===== src/rtl/mmio_uart_tx_pkg.sv =====
// mmio_uart_tx shared definitions: register map, STATUS layout, FSM states.
// The PARITY state exists only when UART_TX_PARITY_EN is defined.
package mmio_uart_tx_pkg;

    localparam logic [1:0] UART_DATA   = 2'd0;
    localparam logic [1:0] UART_STATUS = 2'd1;
    localparam logic [1:0] UART_CTRL   = 2'd2;

    localparam int STAT_FULL  = 0;
    localparam int STAT_EMPTY = 1;
    localparam int STAT_BUSY  = 2;
    localparam int STAT_OVF   = 3;

`ifdef UART_TX_PARITY_EN
    typedef enum logic [2:0] {
        S_IDLE,
        S_START,
        S_DATA,
        S_PARITY,
        S_STOP
    } tx_state_t;
`else
    typedef enum logic [1:0] {
        S_IDLE,
        S_START,
        S_DATA,
        S_STOP
    } tx_state_t;
`endif

    function automatic logic [31:0] pack_status(
        input logic ovf,
        input logic busy,
        input logic empty,
        input logic full
    );
        logic [31:0] s;
        s = '0;
        s[STAT_OVF]   = ovf;
        s[STAT_BUSY]  = busy;
        s[STAT_EMPTY] = empty;
        s[STAT_FULL]  = full;
        return s;
    endfunction

endpackage


===== src/rtl/mmio_uart_tx_if.sv =====
// mmio_uart_tx bus: strobes, word offset and data from the I/O decode.
// master = data-memory stage, slave = UART transmitter.
interface mmio_uart_tx_if;

    logic        wr_en;
    logic        rd_en;
    logic [1:0]  addr;
    logic [31:0] din;
    logic [31:0] dout;

    modport master (
        output wr_en,
        output rd_en,
        output addr,
        output din,
        input  dout
    );

    modport slave (
        input  wr_en,
        input  rd_en,
        input  addr,
        input  din,
        output dout
    );

endinterface


===== src/rtl/mmio_uart_tx_fifo.sv =====
// uart_tx_fifo: byte FIFO with one extra pointer bit to tell full from empty.
// A pop in the same cycle frees a slot, so a push while full still lands.
module uart_tx_fifo #(
    parameter int DEPTH = 8
) (
    input  logic       clk,
    input  logic       rst,
    input  logic       push,
    input  logic       pop,
    input  logic [7:0] wdata,
    output logic [7:0] head,
    output logic       full,
    output logic       empty
);

    localparam int AW = $clog2(DEPTH);

    logic [AW:0] wr_ptr;
    logic [AW:0] rd_ptr;
    logic [7:0]  mem [DEPTH];
    logic        do_pop;
    logic        do_push;

    assign empty   = (wr_ptr == rd_ptr);
    assign full    = (wr_ptr[AW] != rd_ptr[AW]) &&
                     (wr_ptr[AW-1:0] == rd_ptr[AW-1:0]);
    assign do_pop  = pop && !empty;
    assign do_push = push && (!full || do_pop);
    assign head    = mem[rd_ptr[AW-1:0]];

    // pointer update; reset discards contents by equalising pointers
    always_ff @(posedge clk or posedge rst) begin
        if (rst) begin
            wr_ptr <= '0;
            rd_ptr <= '0;
        end else begin
            if (do_push) wr_ptr <= wr_ptr + 1'b1;
            if (do_pop)  rd_ptr <= rd_ptr + 1'b1;
        end
    end

    // storage needs no reset, pointers define validity
    always_ff @(posedge clk) begin
        if (do_push) mem[wr_ptr[AW-1:0]] <= wdata;
    end

endmodule


===== src/rtl/mmio_uart_tx.sv =====
// mmio_uart_tx: memory-mapped 8N1 UART transmitter with a byte FIFO.
// Define UART_TX_PARITY_EN for 8E1 frames (even parity bit before STOP).
module mmio_uart_tx
    import mmio_uart_tx_pkg::*;
#(
    parameter int CLKS_PER_BIT = 868,
    parameter int FIFO_DEPTH   = 8
) (
    input  logic            clk,
    input  logic            rst,
    mmio_uart_tx_if.slave   bus,
    output logic            tx,
    output logic            irq_empty
);

    localparam int BW = (CLKS_PER_BIT > 1) ? $clog2(CLKS_PER_BIT) : 1;
    localparam logic [BW-1:0] BAUD_LAST = BW'(CLKS_PER_BIT - 1);

    tx_state_t     state;
    tx_state_t     state_nx;
    logic [BW-1:0] baud;
    logic [BW-1:0] baud_nx;
    logic [2:0]    bit_idx;
    logic [2:0]    bit_idx_nx;
    logic [7:0]    shift;
    logic [7:0]    shift_nx;
    logic          tx_nx;
    logic          bit_end;
    logic          busy;
    logic          overflow;
    logic          push_req;
    logic          pop;
    logic          fifo_full;
    logic          fifo_empty;
    logic [7:0]    head;
    logic          unused_din;
`ifdef UART_TX_PARITY_EN
    logic          parity;
`endif

    assign unused_din = &{1'b0, bus.din[31:8]};
    assign push_req   = bus.wr_en && (bus.addr == UART_DATA);
    assign busy       = (state != S_IDLE);
    assign bit_end    = (baud == BAUD_LAST);

    uart_tx_fifo #(
        .DEPTH (FIFO_DEPTH)
    ) u_fifo (
        .clk   (clk),
        .rst   (rst),
        .push  (push_req),
        .pop   (pop),
        .wdata (bus.din[7:0]),
        .head  (head),
        .full  (fifo_full),
        .empty (fifo_empty)
    );

    // serialiser state and counters
    always_ff @(posedge clk or posedge rst) begin
        if (rst) begin
            state   <= S_IDLE;
            baud    <= '0;
            bit_idx <= '0;
            shift   <= '0;
            tx      <= 1'b1;
        end else begin
            state   <= state_nx;
            baud    <= baud_nx;
            bit_idx <= bit_idx_nx;
            shift   <= shift_nx;
            tx      <= tx_nx;
        end
    end

`ifdef UART_TX_PARITY_EN
    // even parity latched with the byte as it leaves the FIFO
    always_ff @(posedge clk or posedge rst) begin
        if (rst)      parity <= 1'b0;
        else if (pop) parity <= ^head;
    end
`endif

    // next state, baud/bit counters and the line level for the next cycle
    always_comb begin
        state_nx   = state;
        baud_nx    = baud;
        bit_idx_nx = bit_idx;
        shift_nx   = shift;
        pop        = 1'b0;
        if (state != S_IDLE) baud_nx = bit_end ? '0 : baud + 1'b1;
        case (state)
            S_IDLE: begin
                if (!fifo_empty) begin
                    pop      = 1'b1;
                    shift_nx = head;
                    baud_nx  = '0;
                    state_nx = S_START;
                end
            end
            S_START: begin
                if (bit_end) begin
                    bit_idx_nx = '0;
                    state_nx   = S_DATA;
                end
            end
            S_DATA: begin
                if (bit_end) begin
                    if (bit_idx == 3'd7) begin
`ifdef UART_TX_PARITY_EN
                        state_nx = S_PARITY;
`else
                        state_nx = S_STOP;
`endif
                    end else begin
                        shift_nx   = {1'b0, shift[7:1]};
                        bit_idx_nx = bit_idx + 3'd1;
                    end
                end
            end
`ifdef UART_TX_PARITY_EN
            S_PARITY: begin
                if (bit_end) state_nx = S_STOP;
            end
`endif
            S_STOP: begin
                if (bit_end) state_nx = S_IDLE;
            end
            default: state_nx = S_IDLE;
        endcase
        case (state_nx)
            S_START:  tx_nx = 1'b0;
            S_DATA:   tx_nx = shift_nx[0];
`ifdef UART_TX_PARITY_EN
            S_PARITY: tx_nx = parity;
`endif
            default:  tx_nx = 1'b1;
        endcase
    end

    // sticky overflow: set on a dropped byte, cleared by CTRL bit 0
    always_ff @(posedge clk or posedge rst) begin
        if (rst) begin
            overflow <= 1'b0;
        end else if (push_req && fifo_full && !pop) begin
            overflow <= 1'b1;
        end else if (bus.wr_en && bus.addr == UART_CTRL && bus.din[0]) begin
            overflow <= 1'b0;
        end
    end

    // registered read port; only STATUS returns data
    always_ff @(posedge clk or posedge rst) begin
        if (rst) begin
            bus.dout <= '0;
        end else if (bus.rd_en) begin
            unique case (1'b1)
                (bus.addr == UART_STATUS):
                    bus.dout <= pack_status(overflow, busy,
                                            fifo_empty, fifo_full);
                default: bus.dout <= '0;
            endcase
        end
    end

    // empty interrupt: nothing queued and nothing on the wire
    always_ff @(posedge clk or posedge rst) begin
        if (rst) irq_empty <= 1'b1;
        else     irq_empty <= (state == S_IDLE) && fifo_empty;
    end

endmodule

===== src/flat_wrapper.sv =====
// flat-port wrapper written by rule: the top's interface ports become plain ports
module mmio_uart_tx_flat import mmio_uart_tx_pkg::*;
#(
    parameter int CLKS_PER_BIT = 868,
    parameter int FIFO_DEPTH   = 8
)
  (clk, rst, tx, irq_empty, bus_wr_en, bus_rd_en, bus_addr, bus_din, bus_dout);
  mmio_uart_tx_if bus_i ();
  input  logic clk;
  input  logic rst;
  output logic tx;
  output logic irq_empty;
  input wire logic [$bits(bus_i.wr_en)-1:0] bus_wr_en;
  input wire logic [$bits(bus_i.rd_en)-1:0] bus_rd_en;
  input wire logic [$bits(bus_i.addr)-1:0] bus_addr;
  input wire logic [$bits(bus_i.din)-1:0] bus_din;
  output wire logic [$bits(bus_i.dout)-1:0] bus_dout;
  assign bus_i.wr_en = bus_wr_en;
  assign bus_i.rd_en = bus_rd_en;
  assign bus_i.addr = bus_addr;
  assign bus_i.din = bus_din;
  assign bus_dout = bus_i.dout;
  mmio_uart_tx #(.CLKS_PER_BIT(CLKS_PER_BIT), .FIFO_DEPTH(FIFO_DEPTH)) u_core (.clk(clk), .rst(rst), .bus(bus_i), .tx(tx), .irq_empty(irq_empty));
endmodule

===== config.mk =====
export PLATFORM = sky130hd
export DESIGN_NAME = mmio_uart_tx_flat
export DESIGN_NICKNAME = d
export VERILOG_FILES = /design/src/rtl/mmio_uart_tx_pkg.sv /design/src/rtl/mmio_uart_tx_if.sv /design/src/rtl/mmio_uart_tx_fifo.sv /design/src/rtl/mmio_uart_tx.sv /design/src/flat_wrapper.sv
export SDC_FILE = /design/constraint.sdc
export NUM_CORES = 1
export LEC_CHECK = 0
export BUFFER_PORTS_ARGS = -buffer_cell sky130_fd_sc_hd__buf_2
export CAP_MARGIN = 20
export CORE_MARGIN = 5
export CORE_UTILIZATION = 25
export CTS_CLUSTER_DIAMETER = 30
export DETAILED_ROUTE_END_ITERATION = 6
export GPL_TIMING_DRIVEN = 0
export PLACE_DENSITY_LB_ADDON = 0.1
export SETUP_SLACK_MARGIN = 0.4
export SLEW_MARGIN = 0
export SYNTH_ARGS = -nofsm -noshare
export SYNTH_HDL_FRONTEND = slang
export SYNTH_HIERARCHICAL = 1
export SYNTH_SLANG_ARGS = --single-unit

===== constraint.sdc =====
create_clock -name clk -period 3.6 [get_ports clk]
set_input_delay 0.72 -clock clk [delete_from_list [all_inputs] [get_ports clk]]
set_output_delay 0.72 -clock clk [all_outputs]
set_load 0.02 [all_outputs]

==> impl_table.tex <==
\begin{tabular}{lr}
\hline
Metric & Value \\
\hline
\multicolumn{2}{l}{\textbf{Outcome}} \\
\quad Status & completed \\
\multicolumn{2}{l}{\textbf{Logic synthesis}} \\
\quad Post-synthesis instance area & 0.00488 mm² \\
\quad Yosys synthesis warning count & 6 \\
\quad Post-synthesis sequential element count & 102 \\
\quad FFs w/ async S/R, synth & 0.373 \\
\quad Area share of the largest cell type after synthesis & 0.394 \\
\quad Main area contributors after synthesis & sky130\_fd\_sc\_hd\_\_edfxtp\_1 (39\%), sky130\_fd\_sc\_hd\_\_dfrtp\_1 (18\%), sky130\_fd\_sc\_hd\_\_buf\_4 (4.6\%), sky130\_fd\_sc\_hd\_\_mux4\_1 (4.3\%), sky130\_fd\_sc\_hd\_\_mux4\_2 (3.7\%) \\
\quad Syn\_area\_per\_cell & 14.6 µm² \\
\quad Sequential-to-total area share from yosys stat & 0.589 \\
\quad Cell type with the largest total area after synthesis & sky130\_fd\_sc\_hd\_\_edfxtp\_1 \\
\quad Synthesized instance count & 335 \\
\quad Top flip-flop cell by instance count after synthesis & sky130\_fd\_sc\_hd\_\_edfxtp\_1 \\
\quad EDFF count, synth & 64 \\
\quad Distinct cell type count of the synthesized netlist & 61 \\
\multicolumn{2}{l}{\textbf{GRT}} \\
\quad Global-route usage over all layers & 0.101 \\
\quad Grt total ovfl & 0 \\
\quad Via count of the first global-routing pass & 2916 \\
\quad First-pass GRT wire length & 17000 µm \\
\quad Pin count of the biggest net entering global routing & 22 \\
\quad Antenna violations before repair & 0 \\
\multicolumn{2}{l}{\textbf{Timing}} \\
\quad Setup TNS after final layout & 0 ns \\
\quad Tcrit/Tclk final & 0.836 \\
\quad Slew of the pin with the lowest slew margin & 0.675 ns \\
\quad Minimum setup slack in the final design & 0.590 ns \\
\quad Worst relative slew slack & 0.549 \\
\quad Highest attainable clock frequency & 332 MHz \\
\quad Final-layout worst hold slack & 0.327 ns \\
\quad Number of max-slew violations in the final report & 0 \\
\quad Time the worst path needs with I/O delays and setup & 3.01 ns \\
\quad Final worst clock skew & 0.0170 ns \\
\quad Final number of hold-violating endpoints & 0 \\
\quad RSZ-0062 raised after global routing & false \\
\quad Endpoints failing setup & 0 \\
\multicolumn{2}{l}{\textbf{Power and ir drop}} \\
\quad Static power due to leakage & 0.00237 µW \\
\quad Worst VDD drop & 0.000241 V \\
\quad Post-route total power & 3980 µW \\
\quad Power density normalized to cell area & 665 mW/mm² \\
\multicolumn{2}{l}{\textbf{Flow run}} \\
\quad Max Cap Viol & 0 \\
\multicolumn{2}{l}{\textbf{Critical path}} \\
\quad Kind of end point of the critical path & flop \\
\quad Crit start category & flop \\
\quad FF-to-FF setup slack & 0.59 ns \\
\quad Category of the critical setup timing path & reg -> reg \\
\quad Worst-path maximum fanout & 10 \\
\quad Critical R2R Launch & u\_core/u\_fifo/wr\_ptr[1] \\
\quad Cell depth of the worst flop-to-flop path & 12 \\
\quad RR Endpoint & u\_core/u\_fifo/mem[4][6] \\
\quad WP data required & 3.66 ns \\
\quad Signal arrival time at the worst endpoint & 3.07 ns \\
\multicolumn{2}{l}{\textbf{Layout}} \\
\quad Final antenna diode count & 0 \\
\quad Final Net Count & 450 \\
\quad Area growth from synthesis to layout & 22.6\% \\
\quad Fillers & 1922 \\
\quad Fin util & 0.309 \\
\quad Proportion of layout cells with a drive suffix above 1 & 0.337 \\
\multicolumn{2}{l}{\textbf{CTS}} \\
\quad Number of levels the H-tree was split into & 3 \\
\quad CTS sink cnt & 102 \\
\quad TritonCTS Buffers & 9 \\
\quad Skew-Pair Late Insertion Delay & 0.35 ns \\
\quad Root buffer cell & sky130\_fd\_sc\_hd\_\_clkbuf\_16 \\
\quad Clock-pin slew on the worst setup and hold paths & 0.08 ns \\
\quad Buffer depth of the longest clock path & 2 \\
\quad CTS tree & built \\
\multicolumn{2}{l}{\textbf{Floorplanning}} \\
\quad Area of the core & 0.0193 mm² \\
\quad Effective utilization at floorplan & 0.252 \\
\quad Total die area & 0.0224 mm² \\
\quad Number of standard-cell rows in the floorplan & 51 \\
\quad Die height & 150 µm \\
\quad Number of primary I/O pins & 72 \\
\quad Chip Width & 150 µm \\
\multicolumn{2}{l}{\textbf{Route}} \\
\quad Antenna violation net count after detailed routing & 0 \\
\quad Number of vias in the routed layout & 2834 \\
\quad Routed wire length per instance & 15.9 µm \\
\quad DRC viols & 0 \\
\quad Number of design-rule violations left by the first detailed-router iteration & 134 \\
\quad Total Wirelength & 10700 µm \\
\quad Pre-antenna DRT Iters & 4 \\
\quad Vias per std cell & 4.19 \\
\multicolumn{2}{l}{\textbf{Place}} \\
\quad Placement Setup Slack & 0.0916 ns \\
\quad DP Wirelength & 7500 µm \\
\quad Last weighted congestion value of the routability-driven placer & 0.718 \\
\quad Input/output buffers & 19 \\
\multicolumn{2}{l}{\textbf{Worst hold path}} \\
\quad Type of the most critical hold path & in -> async \\
\hline
\end{tabular}
where the power goes:
group / internal (µW) / switching [µW] / leakage [µW]
clock: 496 / 491 / 0.000146
sequential: 1410 / 104 / 0.00106
combinational: 689 / 791 / 0.00117
how the worst max path moves through the flow:
stage / startpoint / cells after the start / to / slack, ns
CTS: u_core/u_fifo/wr_ptr[1] / 10 / u_core/u_fifo/mem[7][1] / 0.38
global placement: u_core/u_fifo/rd_ptr[0] / 10 / u_core/u_fifo/mem[0][2] / -1.01
global route: u_core/u_fifo/wr_ptr[1] / 12 / u_core/u_fifo/mem[4][6] / 0.42
detailed placement: u_core/u_fifo/wr_ptr[1] / 10 / u_core/u_fifo/mem[7][2] / 0.09
finish: u_core/u_fifo/wr_ptr[1] / 12 / u_core/u_fifo/mem[4][6] / 0.59
floorplan: u_core/u_fifo/wr_ptr[1] / 10 / u_core/u_fifo/mem[0][0] / 0.47
cell usage in the layout, fill, tap and decap left out, types with 4 or more instances in the layout:
master                      count
sky130_fd_sc_hd__o22ai_1        4
sky130_fd_sc_hd__dfrtp_1       36
sky130_fd_sc_hd__a21oi_1        4
sky130_fd_sc_hd__buf_2         27
sky130_fd_sc_hd__nand2_1       17
sky130_fd_sc_hd__buf_4         41
sky130_fd_sc_hd__xnor2_1        7
sky130_fd_sc_hd__edfxtp_1      64
sky130_fd_sc_hd__a21o_1         9
sky130_fd_sc_hd__clkbuf_16      9
sky130_fd_sc_hd__buf_6          9
sky130_fd_sc_hd__nand4_1        6
sky130_fd_sc_hd__nor2_1        12
sky130_fd_sc_hd__inv_1         10
sky130_fd_sc_hd__mux2_4         8
sky130_fd_sc_hd__ha_1           5
sky130_fd_sc_hd__conb_1        28
sky130_fd_sc_hd__a22o_1         9
sky130_fd_sc_hd__mux4_2         8
sky130_fd_sc_hd__o21ai_0        8
sky130_fd_sc_hd__nand3_1        6
sky130_fd_sc_hd__mux4_1         8
Yosys cell counts, types with 4 or more instances:
cell type                  number
sky130_fd_sc_hd__buf_6          5
sky130_fd_sc_hd__nand2_1       17
sky130_fd_sc_hd__xnor2_1        7
sky130_fd_sc_hd__inv_1         10
sky130_fd_sc_hd__buf_2          9
sky130_fd_sc_hd__edfxtp_1      64
sky130_fd_sc_hd__a22o_1         9
sky130_fd_sc_hd__a21o_1         9
sky130_fd_sc_hd__o21ai_0        8
sky130_fd_sc_hd__mux4_2         8
sky130_fd_sc_hd__o22ai_1        4
sky130_fd_sc_hd__mux4_1         8
sky130_fd_sc_hd__buf_4         30
sky130_fd_sc_hd__dfrtp_1       36
sky130_fd_sc_hd__nand3_1        6
sky130_fd_sc_hd__nor2_1        14
sky130_fd_sc_hd__nand4_1        6
sky130_fd_sc_hd__a21oi_1        4
sky130_fd_sc_hd__mux2_4         8
sky130_fd_sc_hd__ha_1           5
metal layers:
layer,GRT usage,vias to the layer above,share of wire,routed length (µm)
met2,0.176,45,0.51,5450
met4,0.0329,0,0.010,112
met5,0,-,0,0
li1,-,1368,-,-
met1,0.123,1415,0.44,4740
met3,0.0263,6,0.041,445
registers in the layout (all words and copies together) (netlist names):
signal                count
u_core/u_fifo/mem        64
u_core/bit_idx            3
u_core/overflow           1
u_core/u_fifo/wr_ptr      4
u_core/baud              10
u_core/shift              8
u_core/bus.dout           4
u_core/tx                 1
u_core/u_fifo/rd_ptr      4
u_core/irq_empty          1
u_core/state              2
cells by family after synthesis:
group                      synth area share
muxes                                 0.118
and+or+nand+nor                      0.0880
xor gates and xnor gates             0.0244
AOI/OAI and AO/OA                    0.0872
other                              0.000768
DFF                                   0.589
buffers and inverters                0.0795
adders and majority gates            0.0128
layout make-up:
class	count	area [µm²]	area share
sequential	102	2880	0.481
multi-input combinational	204	1830	0.306
buffer	45	349	0.0584
tap	265	332	0.0554
timing repair buffer	34	243	0.0406
clock buffer	9	225	0.0377
clock inverter	7	85.1	0.0142
inverter	11	42.5	0.00711
through the flow:
stage,std cells,cell area [µm²]
floorplan,362,4980
finish,677,5980
detailed placement,654,5540
CTS,674,5950
global placement,646,5410
global route,677,5980
timing repair:
item / CTS / global route
resized for setup: 11 / 4
hold buffers: 0 / 0
hold endpoints to repair: 0 / 0
setup buffers: 4 / 3
pin swaps: 4 / 1
setup endpoints to repair: 63 / 57
critical path: stages (launching register included):
cell	delay, ns
sky130_fd_sc_hd__dfrtp_1	0.38
sky130_fd_sc_hd__buf_2	0.23
sky130_fd_sc_hd__xnor2_2	0.17
sky130_fd_sc_hd__nand3_2	0.13
sky130_fd_sc_hd__buf_6	0.18
sky130_fd_sc_hd__nor2_2	0.08
sky130_fd_sc_hd__or3_4	0.39
sky130_fd_sc_hd__clkinv_2	0.14
sky130_fd_sc_hd__buf_4	0.23
sky130_fd_sc_hd__nor3_4	0.09
sky130_fd_sc_hd__buf_4	0.17
sky130_fd_sc_hd__nor4_4	0.32
sky130_fd_sc_hd__buf_4	0.21
(Power assumes the default switching activity.)
